### src/rtl/bitwise_logic_seq.sv
// Multi-cycle bitwise AND/OR/XOR/NOR unit: processes SLICE bits per clock,
// LSB slice first, and publishes result/zero only on the completion edge.
module bitwise_logic_seq #(
   parameter int WIDTH = 32,
   parameter int SLICE = 8
) (
   input  logic             clk,
   input  logic             reset,
   input  logic             start,
   input  logic [1:0]       op,
   input  logic [WIDTH-1:0] a,
   input  logic [WIDTH-1:0] b,
   output logic             busy,
   output logic             done,
   output logic [WIDTH-1:0] result,
   output logic             zero
);

   localparam int N  = WIDTH / SLICE;
   localparam int CW = (N > 1) ? $clog2(N) : 1;

   localparam logic [0:0] S_IDLE = 1'b0;
   localparam logic [0:0] S_BUSY = 1'b1;
   localparam logic [CW-1:0] CNT_LAST = CW'(N - 1);

   logic [0:0]       state_q;
   logic [CW-1:0]    cnt_q;
   logic [1:0]       op_q;
   logic [WIDTH-1:0] a_q, b_q;
   logic [WIDTH-1:0] work_q, work_d;
   logic [WIDTH-1:0] result_q;
   logic             zero_q, done_q;
   logic [WIDTH-1:0] fw;
   logic             last;

   // Full-width function of the captured operands; only the active slice is kept.
   always_comb begin
      fw = '0;
      case (op_q)
         2'b00:   fw = a_q & b_q;
         2'b01:   fw = a_q | b_q;
         2'b10:   fw = a_q ^ b_q;
         default: fw = ~(a_q | b_q);
      endcase
   end

   always_comb begin
      work_d = work_q;
      for (int i = 0; i < N; i++) begin
         if (cnt_q == CW'(i)) work_d[i*SLICE +: SLICE] = fw[i*SLICE +: SLICE];
      end
   end

   assign last = (state_q == S_BUSY) && (cnt_q == CNT_LAST);

   always_ff @(posedge clk) begin
      if (reset) begin
         state_q  <= S_IDLE;
         cnt_q    <= '0;
         op_q     <= '0;
         a_q      <= '0;
         b_q      <= '0;
         work_q   <= '0;
         result_q <= '0;
         zero_q   <= 1'b1;
         done_q   <= 1'b0;
      end else begin
         done_q <= 1'b0;
         case (state_q)
            S_IDLE: begin
               if (start) begin
                  a_q     <= a;
                  b_q     <= b;
                  op_q    <= op;
                  work_q  <= '0;
                  cnt_q   <= '0;
                  state_q <= S_BUSY;
               end
            end
            S_BUSY: begin
               work_q <= work_d;
               if (last) begin
                  result_q <= work_d;
                  zero_q   <= (work_d == '0);
                  done_q   <= 1'b1;
                  cnt_q    <= '0;
                  state_q  <= S_IDLE;
               end else begin
                  cnt_q <= cnt_q + CW'(1);
               end
            end
            default: state_q <= S_IDLE;
         endcase
      end
   end

   assign busy   = (state_q == S_BUSY);
   assign done   = done_q;
   assign result = result_q;
   assign zero   = zero_q;

endmodule
### config.mk
export PLATFORM = sky130hd
export DESIGN_NAME = bitwise_logic_seq
export DESIGN_NICKNAME = d
export VERILOG_FILES = /design/src/rtl/bitwise_logic_seq.sv
export SDC_FILE = /design/constraint.sdc
export NUM_CORES = 1
export LEC_CHECK = 0
export ABC_AREA = 1
export CAP_MARGIN = 20
export CORE_MARGIN = 10
export CORE_UTILIZATION = 40
export DETAILED_ROUTE_END_ITERATION = 16
export PLACE_DENSITY_LB_ADDON = 0.25
export SYNTH_ARGS = -nofsm -noshare
export SYNTH_HDL_FRONTEND = slang
export SYNTH_SLANG_ARGS = --single-unit
### constraint.sdc
create_clock -name clk -period 1.7 [get_ports clk]
set_input_delay 0.34 -clock clk [delete_from_list [all_inputs] [get_ports clk]]
set_output_delay 0.34 -clock clk [all_outputs]
set_load 0.02 [all_outputs]
==> key figures <==
Status
  – Outcome: completed

Floorplanning
  – Die height: 152 um
  – Core area: between 0.015 and 0.02 mm2
  – Initial Util: roughly two fifths
  – Rows: 48
  – Die Wd: 152 um
  – Die Area: 0.0231 mm2
  – I/O pin count: roughly 100

Pwr
  – Tot Pwr: between 8 and 9 mW
  – VDD IR max: roughly 0.00073 V
  – Internal power: ~6.1 mW
  – Power density over the cells: roughly 850 mW/mm2
  – Combinational power share: 17.8%
  – Clock share of power: a little over two fifths
  – Leak pwr: approximately 4.6 nW
  – NetSw: 2.24 mW
  – Flop pwr share: between 40 and 50%
  – Switch share: between 20% and 30%

Synth
  – Yosys cell types: 25
  – Avg Cell Area, Syn: approximately 7.3 um2
  – Cell Area, Synth: 0.00696 mm2
  – Post-synthesis sequential area ratio: between 30 and 40%
  – Cells after Synth: ~950
  – Mapped Nets: around 1.1k
  – Synthesis Warnings: 0
  – Yosys reg bits: 135

Clocking
  – Clk root buf: clkbuf_16
  – Clk Latency, worst-skew pair: ~430 ps
  – CTS tree: yes
  – Clk buf depth: 2
  – Number of hold buffers added after CTS: 0
  – CTS sink count: between 100 and 150
  – # H-tree levels: 4
  – CTS Buf Count: 17
  – Clock slew at reported path FFs: around 60 ps

Drt
  – DRT iter0 DRCs: 339
  – Via count: a little under 7k
  – Vias per std cell: roughly 4.9
  – Final WL: 20.5 mm
  – Drt drc: 0
  – Antenna-violating nets left: 0
  – Routed wire per std cell: between 10 and 15 um
  – DR pass1 iterations: 5

STA
  – Max-slew violation count: 0
  – Tcrit/Tclk final: a little over nine tenths
  – Fin crit period: roughly 1700 ps
  – Final setup violation count: 0
  – Slew headroom: 78.7%
  – Fmax: ~600 MHz
  – Setup Skew: between 10 and 15 ps
  – Worst Tran Pin Value: between 300 and 400 ps
  – RSZ-0062 raised after global routing: yes
  – Final hold slack: roughly 470 ps
  – Final Hold Fails: 0

Placed design
  – Port-buffer cells: just over 100
  – GPL Wtd Cong: approximately 0.90
  – DPL Wire Length: roughly 15 mm

Cells and area
  – Seq. cell area: roughly 0.0027 mm2
  – Footprint of the multi-input gates: 0.00376 mm2
  – Nets: ~1.3k
  – Fillers: between 1.5k and 2k
  – ANT cells: 0
  – P&R area growth vs syn: 40.7%
  – Fraction of layout instances using a drive strength above 1: about 18%

Setup path
  – R2R cell count: 11
  – FF-to-FF Start: a_q[15]
  – Crit start category: flip-flop
  – Crit path required time: between 2000 and 2500 ps
  – Flop2flop setup slack: between 20 and 30 ps
  – Reg2reg end: zero
  – Crit Path Class: flip-flop to flip-flop
  – Crit Path Max Fanout: 2
  – Worst setup EP type: flip-flop
  – Critical path arrival: around 2000 ps

Hold path
  – Hold Path Class: flip-flop to flip-flop
  – Worst Hold Endpoint: result[18]
  – Hold Path Stages: 2
  – Min-delay src: result[18]

Global routing
  – First-pass GRT wire length: between 30 and 40 mm
  – Largest net degree at the start of global routing: 51
  – Vias in the first global route: 6675
  – Global route overflow: 0
  – Antenna violations before repair: 0
  – Tot GR Track Use: between 15 and 20%

Run
  – Max-Cap Viols: 0
[synthesized netlist by cell type (all sizes together)]
cell / n / share of area, %
clkbuf: 41 / 2.2
nand4: 1 / 0.090
dfxtp: 135 / 39
nand3: 66 / 4.7
nor2: 41 / 2.4
o21ai: 118 / 8.5
o21bai: 3 / 0.32
buf: 17 / 1.8
inv: 104 / 5.7
a21oi: 117 / 8.4
a2bb2oi: 13 / 1.6
or3: 1 / 0.090
a21boi: 13 / 1.6
a211oi: 1 / 0.11
nand2: 210 / 11
ha: 68 / 12
[worst max-delay path by stage]
stage	from	to	slack (ps)	depth (start not counted)
after floorplan	cnt_q[1]	zero	20	12
after global placement	op_q[1]	zero	-150	10
after detailed placement	op_q[1]	zero	-150	10
after CTS	op_q[1]	zero	10	13
after global routing	a_q[14]	zero	-120	12
final	a_q[15]	zero	30	11
[cells in the final DEF, fill, tap and decap left out, drive strengths merged]
master,count
a211oi,1
a21boi,13
a21oi,117
a2bb2oi,13
buf,114
bufinv,1
clkbuf,24
clkdlybuf4s50,68
clkinv,6
clkinvlp,2
dfxtp,135
dlygate4sd2,34
dlymetal6s2s,1
ha,68
inv,103
nand2,210
nand3,66
nand4,1
nor2,42
o21ai,118
o21bai,3
or3,1
[stage by stage]
| stage | instance area [um2] | TNS, ps | utilization (%) | cells | worst slack [ps] |
|---|---|---|---|---|---|
| after floorplan | 6960 | 0 | - | 949 | 17.0 |
| after global placement | 8890 | -784 | 51.8 | 1321 | -151 |
| after detailed placement | 8890 | -1250 | 51.8 | 1321 | -148 |
| after CTS | 9510 | 0 | 55.3 | 1356 | 9.88 |
| after global routing | 9790 | -131 | 57.0 | 1366 | -116 |
| final | 9790 | 0 | 57.0 | 1366 | 29.0 |
[sequential cells by signal, summed over array words and instances, names as in the netlist, 2 cells and up]
name and flops:
a_q 32, b_q 32, result 32, work_q 32, cnt_q 2, op_q 2
[kinds of logic after synthesis]
kind of cell / synth area share, %
AOI/OAI and AO/OA: 20.6
adders and majority gates: 12.2
buffers and inverters: 9.66
DFF: 38.8
and+or+nand+nor: 18.7
[power by group through the flow]
stage	sequential, mW	combinational, mW	clock, mW
5_1_grt	3.41	1.65	3.67
4_1_cts	3.39	1.38	3.51
6_report	3.39	1.49	3.47
3_5_place_dp	3.45	1.32	0
2_1_floorplan	3.43	0.745	0
3_3_place_gp	3.45	1.31	0
[critical path, cell delays in order (launching register included)]
cell and delay (ps):
dfxtp_1 330, inv_1 60, ha_1 290, o21ai_1 150, nand3_2 90, a21boi_2 160
nand2_1 90, nor2_1 140, nand2_1 110, nor2_1 110, nand2_1 50, nand2_1 40
[routing by layer]
| layer | up-vias | part of all wire (%) | global-route usage, % | routed length [um] |
|---|---|---|---|---|
| li1 | 3463 | - | - | - |
| met1 | 3121 | 44 | 20.0 | 9060 |
| met2 | 144 | 49 | 30.0 | 10100 |
| met3 | 26 | 4.2 | 3.61 | 851 |
| met4 | 0 | 2.1 | 6.37 | 437 |
| met5 | - | 0 | 0 | 0 |
[layout make-up]
class,instances,area share [%]
Sequential cell,135,27.8
Clock inverter,8,0.754
Inverter,104,4.09
Timing Repair Buffer,218,21.2
Tap cell,225,2.88
Multi-Input combinational cell,653,38.4
Clock buffer,23,4.88
[repair_timing]
action / CTS / global route
gates cloned: 1 / 1
pin swaps: 17 / 33
hold endpoints to repair: 0 / 0
setup endpoints to repair: 54 / 17
resized for setup: 54 / 72
setup buffers: 5 / 9
Power figures use the tool's default switching activity.
